File: config.mk
export PLATFORM = sky130hd
export DESIGN_NAME = uart_tx_arbiter_flat
export DESIGN_NICKNAME = d
export VERILOG_FILES = /design/src/rtl/uart_tx_arbiter_if.sv /design/src/rtl/uart_tx_arbiter.sv /design/src/flat_wrapper.sv
export SDC_FILE = /design/constraint.sdc
export NUM_CORES = 1
export LEC_CHECK = 0
export CAP_MARGIN = 30
export CORE_MARGIN = 5
export CORE_UTILIZATION = 44
export DETAILED_ROUTE_END_ITERATION = 10
export PLACE_DENSITY_LB_ADDON = 0.25
export SETUP_SLACK_MARGIN = 0.02
export SLEW_MARGIN = 15
export SYNTH_ARGS = -nofsm -noshare
export SYNTH_HDL_FRONTEND = slang
export SYNTH_SLANG_ARGS = --single-unit
File: constraint.sdc
create_clock -name clk -period 2.9 [get_ports clk]
set_input_delay 0.87 -clock clk [delete_from_list [all_inputs] [get_ports clk]]
set_output_delay 0.87 -clock clk [all_outputs]
set_load 0.03 [all_outputs]
File: src/rtl/uart_tx_arbiter_if.sv
// Handshake bundle between the byte-stream requesters, the round-robin arbiter and the UART TX.
// The slave modport is the arbiter's view. The master modport is the requester/UART side.
interface uart_tx_arbiter_if #(
  parameter int NUM_REQ   = 4,
  parameter int DATA_BITS = 8
);
  localparam int ID_BITS = (NUM_REQ > 1) ? $clog2(NUM_REQ) : 1;

  logic [NUM_REQ*DATA_BITS-1:0] req_tdata;
  logic [NUM_REQ-1:0]           req_tvalid;
  logic [NUM_REQ-1:0]           req_tlast;
  logic [NUM_REQ-1:0]           req_tready;
  logic [DATA_BITS-1:0]         tx_tdata;
  logic                         tx_tdata_valid;
  logic                         tx_ready;
  logic                         grant_active;
  logic [ID_BITS-1:0]           grant_id;
  logic                         timeout_pulse;

  modport slave (
    input  req_tdata, req_tvalid, req_tlast, tx_ready,
    output req_tready, tx_tdata, tx_tdata_valid, grant_active, grant_id, timeout_pulse
  );

  modport master (
    output req_tdata, req_tvalid, req_tlast, tx_ready,
    input  req_tready, tx_tdata, tx_tdata_valid, grant_active, grant_id, timeout_pulse
  );
endinterface

File: src/rtl/uart_tx_arbiter.sv
// Round-robin arbiter that shares one UART TX between NUM_REQ byte-stream requesters.
// A grant is held until the owner's tlast byte is accepted, or until the owner stays idle for HOLD_TIMEOUT cycles.
module uart_tx_arbiter #(
  parameter int NUM_REQ      = 4,
  parameter int DATA_BITS    = 8,
  parameter int HOLD_TIMEOUT = 1000
) (
  input logic              clk,
  input logic              rstn,
  uart_tx_arbiter_if.slave bus
);
  localparam int ID_BITS  = (NUM_REQ > 1) ? $clog2(NUM_REQ) : 1;
  localparam int CNT_BITS = (HOLD_TIMEOUT > 1) ? $clog2(HOLD_TIMEOUT) : 1;
  localparam logic [CNT_BITS-1:0] CNT_LAST   = (HOLD_TIMEOUT > 0) ? CNT_BITS'(HOLD_TIMEOUT - 1) : '0;
  localparam logic [CNT_BITS-1:0] CNT_MAX    = '1;
  localparam logic [ID_BITS-1:0]  ID_LAST    = ID_BITS'(NUM_REQ - 1);
  localparam bit                  TIMEOUT_EN = (HOLD_TIMEOUT > 0);

  typedef enum logic {
    IDLE   = 1'b0,
    LOCKED = 1'b1
  } state_t;

  state_t                state;
  logic [ID_BITS-1:0]    grant_id;
  logic [ID_BITS-1:0]    last_grant;
  logic [ID_BITS-1:0]    next_id;
  logic [ID_BITS-1:0]    rr_cand;
  logic                  found;
  logic [CNT_BITS-1:0]   hold_cnt;
  logic                  timeout_pulse;
  logic [DATA_BITS-1:0]  req_bytes [NUM_REQ];
  logic                  locked;
  logic                  cur_valid;
  logic                  cur_last;
  logic                  xfer;

  for (genvar g = 0; g < NUM_REQ; g++) begin : g_unpack
    assign req_bytes[g] = bus.req_tdata[g*DATA_BITS +: DATA_BITS];
  end

  assign locked    = (state == LOCKED);
  assign cur_valid = bus.req_tvalid[grant_id];
  assign cur_last  = bus.req_tlast[grant_id];
  assign xfer      = locked && cur_valid && bus.tx_ready;

  // Search starts one past the previous owner, so every requester gets a turn.
  always_comb begin
    found   = 1'b0;
    next_id = '0;
    rr_cand = last_grant;
    for (int k = 0; k < NUM_REQ; k++) begin
      rr_cand = (rr_cand == ID_LAST) ? '0 : rr_cand + ID_BITS'(1);
      if (!found && bus.req_tvalid[rr_cand]) begin
        found   = 1'b1;
        next_id = rr_cand;
      end
    end
  end

  always_comb begin
    bus.req_tready = '0;
    if (locked) begin
      bus.req_tready[grant_id] = bus.tx_ready;
    end
  end

  assign bus.tx_tdata       = locked ? req_bytes[grant_id] : '0;
  assign bus.tx_tdata_valid = locked && cur_valid;
  assign bus.grant_active   = locked;
  assign bus.grant_id       = grant_id;
  assign bus.timeout_pulse  = timeout_pulse;

  // A tlast release takes priority over a timeout that expires in the same cycle.
  always_ff @(posedge clk or negedge rstn) begin
    if (!rstn) begin
      state         <= IDLE;
      grant_id      <= '0;
      last_grant    <= ID_LAST;
      hold_cnt      <= '0;
      timeout_pulse <= 1'b0;
    end else begin
      timeout_pulse <= 1'b0;
      case (state)
        IDLE: begin
          if (found) begin
            grant_id <= next_id;
            hold_cnt <= '0;
            state    <= LOCKED;
          end
        end
        LOCKED: begin
          if (xfer && cur_last) begin
            last_grant <= grant_id;
            hold_cnt   <= '0;
            state      <= IDLE;
          end else if (TIMEOUT_EN && !cur_valid && (hold_cnt == CNT_LAST)) begin
            last_grant    <= grant_id;
            hold_cnt      <= '0;
            timeout_pulse <= 1'b1;
            state         <= IDLE;
          end else if (cur_valid) begin
            hold_cnt <= '0;
          end else if (hold_cnt != CNT_MAX) begin
            hold_cnt <= hold_cnt + CNT_BITS'(1);
          end
        end
        default: state <= IDLE;
      endcase
    end
  end
endmodule

File: src/flat_wrapper.sv
// flat-port wrapper written by rule: the top's interface ports become plain ports
module uart_tx_arbiter_flat 
#(
  parameter int NUM_REQ      = 4,
  parameter int DATA_BITS    = 8,
  parameter int HOLD_TIMEOUT = 1000
)
  (clk, rstn, bus_req_tdata, bus_req_tvalid, bus_req_tlast, bus_tx_ready, bus_req_tready, bus_tx_tdata, bus_tx_tdata_valid, bus_grant_active, bus_grant_id, bus_timeout_pulse);
  uart_tx_arbiter_if #(.NUM_REQ(NUM_REQ), .DATA_BITS(DATA_BITS)) bus_i ();
  input logic clk;
  input logic rstn;
  input wire logic [$bits(bus_i.req_tdata)-1:0] bus_req_tdata;
  input wire logic [$bits(bus_i.req_tvalid)-1:0] bus_req_tvalid;
  input wire logic [$bits(bus_i.req_tlast)-1:0] bus_req_tlast;
  input wire logic [$bits(bus_i.tx_ready)-1:0] bus_tx_ready;
  output wire logic [$bits(bus_i.req_tready)-1:0] bus_req_tready;
  output wire logic [$bits(bus_i.tx_tdata)-1:0] bus_tx_tdata;
  output wire logic [$bits(bus_i.tx_tdata_valid)-1:0] bus_tx_tdata_valid;
  output wire logic [$bits(bus_i.grant_active)-1:0] bus_grant_active;
  output wire logic [$bits(bus_i.grant_id)-1:0] bus_grant_id;
  output wire logic [$bits(bus_i.timeout_pulse)-1:0] bus_timeout_pulse;
  assign bus_i.req_tdata = bus_req_tdata;
  assign bus_i.req_tvalid = bus_req_tvalid;
  assign bus_i.req_tlast = bus_req_tlast;
  assign bus_i.tx_ready = bus_tx_ready;
  assign bus_req_tready = bus_i.req_tready;
  assign bus_tx_tdata = bus_i.tx_tdata;
  assign bus_tx_tdata_valid = bus_i.tx_tdata_valid;
  assign bus_grant_active = bus_i.grant_active;
  assign bus_grant_id = bus_i.grant_id;
  assign bus_timeout_pulse = bus_i.timeout_pulse;
  uart_tx_arbiter #(.NUM_REQ(NUM_REQ), .DATA_BITS(DATA_BITS), .HOLD_TIMEOUT(HOLD_TIMEOUT)) u_core (.clk(clk), .rstn(rstn), .bus(bus_i));
endmodule
Yosys cells after proc, flatten, opt, wreduce, memory -nomap -nowiden. Cells that the tools add are included.

Flip-flop bits (word level): 16. Logic and storage cells: 90.

Add/subtract/negate cells: 5. Magnitude comparators: 7. Equality and inequality tests: 8. Multiplexer cells: 46. Bitwise gates (word level): 3. Reduce and logical (&&, ||, !) cells: 16.

Operator list (number): 10-bit two-way mux (5); 8-bit two-way mux (3); 2-bit two-way mux (10); 10-bit one-hot mux with 2 select lines (1); 1-bit two-way mux (17); 8-bit binary-select mux with 2-bit select (1); 2-bit by 3-bit less-than comparator with 1-bit output (second input constant) (5); 1-bit binary-select mux with 2-bit select (6); 10-bit by 1-bit adder with 10-bit output (second input constant) (1); 10-bit == test (second input constant) (1); 10-bit inequality test (second input constant) (1); 2-bit by 1-bit adder with 2-bit output (second input constant) (4); 2-bit == test (second input constant) (4); 1-bit logical AND (8); 2-bit AND reduction (3); 5-bit inequality test (second input constant) (1); 4-bit AND (1); 1-bit zero test (4); 4-bit two-way mux (1); 3-bit >= comparator (second input constant) (1); 2-bit inverter with 3-bit output (1); 1-bit demux with 2-bit select (1); 2-bit by 1-bit >= comparator with 1-bit output (second input constant) (1); 2-bit by 1-bit inequality test with 1-bit output (second input constant) (1); other kinds (3) (3).

Longest topological paths before layout.
Depth after elaboration: 16. Depth in mapped cells: 8. Depth with buffers taken out: 6.

Worst setup path before layout. OpenSTA, ideal clock, no wires.

Path kind: register to output. From: register u_core.grant_id[0] (netlist: u_core.bus.grant_id[0]). To: output port bus_req_tready[1]. Arrival: 1.892 ns. Required time: 2.030 ns. Setup slack: 0.138 ns. Cell stages (with the launch flop): 5. Path buffers: 2. Path through: dfrtp_1 buf_6 clkbuf_1 inv_1 nor3_1.

Word-level cells in the longest chain between the ends: 6. Elaborated cells on any way between the ends: 7. Classes of those cells: 2 x order compare; 3 x mux; 1 x bitwise; 1 x reduce/logical.

RTL lines: start, declared (RTL line uart_tx_arbiter.sv:25) `logic [ID_BITS-1:0] grant_id;`; start signal, assigned (RTL line uart_tx_arbiter.sv:87) `grant_id <= next_id;`; 2-bit by 3-bit less-than comparator with 1-bit output (implied by the code) or 2-bit by 1-bit >= comparator with 1-bit output (tied branches) (RTL line uart_tx_arbiter.sv:64) `bus.req_tready[grant_id] = bus.tx_ready;`; 1-bit logical AND (implied by the code) (RTL line uart_tx_arbiter.sv:64); 1-bit two-way mux (implied by the code) (RTL line uart_tx_arbiter.sv:64); 1-bit demux with 2-bit select *; 4-bit AND (no line) *; 4-bit two-way mux * (RTL line uart_tx_arbiter.sv:63) `if (locked) begin`; end, declared (RTL line flat_wrapper.sv:16) `output wire logic [$bits(bus_i.req_tready)-1:0] bus_req_tready;`.

Mark *: on every way between the ends. The rest lies on a longest branch, timed or not.

Worst setup path after layout.
From: input port bus_req_tvalid[3]. To: output port bus_tx_tdata_valid.

Word-level cells in the longest chain between the ends: 3.

RTL lines: start, declared (RTL line flat_wrapper.sv:13) `input wire logic [$bits(bus_i.req_tvalid)-1:0] bus_req_tvalid;`; 1-bit binary-select mux with 2-bit select (RTL line uart_tx_arbiter.sv:43) `assign cur_valid = bus.req_tvalid[grant_id];`; 1-bit two-way mux (implied by the code) (RTL line uart_tx_arbiter.sv:43); 1-bit logical AND (RTL line uart_tx_arbiter.sv:69) `assign bus.tx_tdata_valid = locked && cur_valid;`; end, declared (RTL line flat_wrapper.sv:18) `output wire logic [$bits(bus_i.tx_tdata_valid)-1:0] bus_tx_tdata_valid;`.

No other way between the ends. The select of a mux whose other input is x is not followed.

==> impl_metrics.env <==
export IMPL_status="finished clean"
export IMPL_crit_chain="dlygate4sd2_1 -> mux4_2 -> inv_2 -> nor2_1 -> buf_4"
export IMPL_syn_nets=220
export IMPL_grt_pass1_vias=1545
export IMPL_rows=21
export IMPL_start_util_pct=46.3
export IMPL_rsz0062_at_grt="false"
export IMPL_fin_setup_tns_ps=0
export IMPL_drive_above_1_share_pct=26.0
export IMPL_cts_buffers=3
export IMPL_worstPathMaxFanout=2
export IMPL_wl_um=4440
export IMPL_fin_nets=277
export IMPL_finalSetupViolations=0
export IMPL_post_cts_buffers=0
export IMPL_ff2ff_setup_slack_ps=540
export IMPL_final_max_slew_violation_count=0
export IMPL_clk_pin_slew_ps=90
export IMPL_antenna_found_initial=0
export IMPL_first_iter_violations=110
export IMPL_synthDistinctLibCells=41
export IMPL_ys_seq_elements=16
export IMPL_grt_first_pass_wirelength_um=7650
export IMPL_io_pins=60
export IMPL_tightest_slew_ps=711
export IMPL_peakVddDrop_mv=0.583
export IMPL_syn_to_final_growth_pct=41.5
export IMPL_h_tree_depth=1
export IMPL_required_ps=2030
export IMPL_overflow=0
export IMPL_hold_path_class="reg2reg"
export IMPL_synth_area_per_cell_sq_um=9.04
export IMPL_ant_nets=0
export IMPL_cts_sinks=16
export IMPL_p_per_area_mw_per_mm2=906
export IMPL_p_leak_uw=0.00103
export IMPL_synth_area_sq_mm=0.00158
export IMPL_viasPerCell=5.71
export IMPL_holdBufCountCts=0
export IMPL_skew_ps=2.52
export IMPL_clock_tree_root_cell="clkbuf_4"
export IMPL_portBuffers=59
export IMPL_die_w_um=70.0
export IMPL_die_area_sq_mm=0.00490
export IMPL_ys_warn_count=0
export IMPL_route_detailed_drc=0
export IMPL_fin_crit_sh_pct=95.9
export IMPL_cts_tree="done"
export IMPL_relSlewSlack_pct=52.4
export IMPL_routabilityCongestion=0.893
export IMPL_num_antenna_cells=0
export IMPL_clkLatencyLatePin_ps=290
export IMPL_core_area_sq_mm=0.00342
export IMPL_startpoint_type="input pin"
export IMPL_crit_type="in2out"
export IMPL_fmax_mhz=359
export IMPL_slowest_delay_ps=500
export IMPL_first_pass_iters=4
export IMPL_die_h_um=70.0
export IMPL_hold_viol=0
export IMPL_dr_total_vias=1583
export IMPL_crit_path_end_kind="output port"
export IMPL_drv_cap=0
export IMPL_cp_slowest_cell="mux4_2"
export IMPL_synth_cells=175
export IMPL_fill_cells=293
export IMPL_min_period_ps=2780
export IMPL_cp_arrival_ps=1910
export IMPL_track_usage_pct=18.8
export IMPL_grt_max_degree=19
export IMPL_ys_seq_area_share_pct=25.5
export IMPL_fin_hold_ws_ps=518
export IMPL_dp_final_hpwl_um=3440
export IMPL_clk_path_buf_depth=2
export IMPL_wl_per_cell_um=16.0
-- worst paths after layout --
kind / from / endpoint / depth (start not counted)
max: bus_req_tvalid[3] / bus_tx_tdata_valid / 5
min: u_core.hold_cnt[9] / u_core.hold_cnt[9] / 1
max in group asynchronous: rstn / u_core.bus.grant_id[1] / 1
max reg2reg: u_core.bus.grant_id[1] / u_core.hold_cnt[9] / 6
min reg2reg: u_core.hold_cnt[9] / u_core.hold_cnt[9] / 1
min in group asynchronous: rstn / u_core.hold_cnt[8] / 1
-- worst max-delay path, delay by kind of cell --
family	cells	cell delay, ps
multiplexers	1	500
AND/OR/NAND/NOR	1	50
buffers and inverters	3	490
-- area by class of cell --
class | count | area [sq um] | area share [%]
flip-flops and latches | 16 | 403 | 18.0
multi-input cells | 133 | 1070 | 47.7
clock buffers | 4 | 36.3 | 1.62
well taps | 46 | 57.6 | 2.57
inverters | 8 | 30.0 | 1.34
repair buffers | 70 | 644 | 28.8
-- synth_stat cells (all sizes together) --
master	instances	area, sq um
o21a	1	7.51
and2	9	56.3
o32ai	1	8.76
and3	5	31.3
and3b	1	8.76
o31ai	9	103
and4	1	8.76
a31oi	5	31.3
a311o	2	20.0
dfrtp	14	350
nand2	7	26.3
a41o	1	10.0
nand2b	3	18.8
nor3b	5	37.5
ha	2	25.0
nor4	2	12.5
nor2	13	48.8
nor4bb	1	10.0
nor3	4	20.0
nor2b	1	6.26
buf	4	37.5
a221oi	2	17.5
nand3	8	40.0
a211oi	2	15.0
mux4	10	240
a21o	1	7.51
o21ai	17	85.1
or2	3	18.8
o32a	1	10.0
inv	8	30.0
o221ai	1	8.76
mux2i	6	60.1
clkbuf	14	52.6
dfstp	2	52.6
mux2	3	33.8
a21oi	4	20.0
or3	2	12.5
-- power breakdown --
part / internal, uW / total, uW / switching, uW
clock network: 76.6 / 150 / 73.2
registers: 279 / 360 / 80.6
logic: 739 / 1520 / 781
total: 1100 / 2030 / 935
-- cell families (layout without fill, tap and decap cells) --
kind of cell | count (synthesis) | in the layout | synth area share, %
simple gates | 65 | 65 | 22.5
buf+inv | 26 | 82 | 7.59
fa+ha+maj | 2 | 2 | 1.58
flops | 16 | 16 | 25.5
compound gates | 47 | 47 | 21.7
mux | 19 | 19 | 21.1
-- stage by stage --
stage,cell area [sq um],setup slack [ps],utilization (%),std cells,total power (uW)
2_1_floorplan,1580,138,-,175,1380
3_3_place_gp,2210,-460,64.7,273,1770
3_5_place_dp,2210,-493,64.7,273,1800
4_1_cts,2230,-17.2,65.2,277,2040
5_1_grt,2240,62.5,65.6,277,2180
6_report,2240,118,65.6,277,2030
-- layout by cell type, fill, tap and decap left out, types with 3 or more instances in the layout --
master and n:
a21oi_1 4, mux2i_1 6, clkbuf_4 3, and2_4 8, buf_4 16, nand2b_1 3
mux2_2 3, nor3_1 4, nor2_1 13, inv_1 7, buf_6 8, dlymetal6s2s_1 5
nand3_1 8, o31ai_2 7, nor3b_1 5, a31oi_1 5, and3_1 5, dfrtp_1 14
clkdlybuf4s50_1 10, mux4_2 9, nand2_1 7, o21ai_0 17, dlygate4sd2_1 31
-- registers in the layout, summed over array words and instances (netlist names) --
name                      count
u_core.last_grant             2
u_core.hold_cnt              10
u_core.bus.grant_active       1
u_core.bus.timeout_pulse      1
u_core.bus.grant_id           2
-- metal layers --
layer | track usage (%) | share of wire (%)
met4 | 4.04 | 0.95
met3 | 3.59 | 4.5
met1 | 24.0 | 44
met2 | 32.8 | 51
met5 | 0 | 0
-- timing repair --
action / CTS / global route
cloned: 0 / 0
gates resized for setup: 99 / 5
endpoints found under the setup margin: 9 / 2
hold endpoints to repair: 0 / 0
Power figures use the tool's default switching activity.
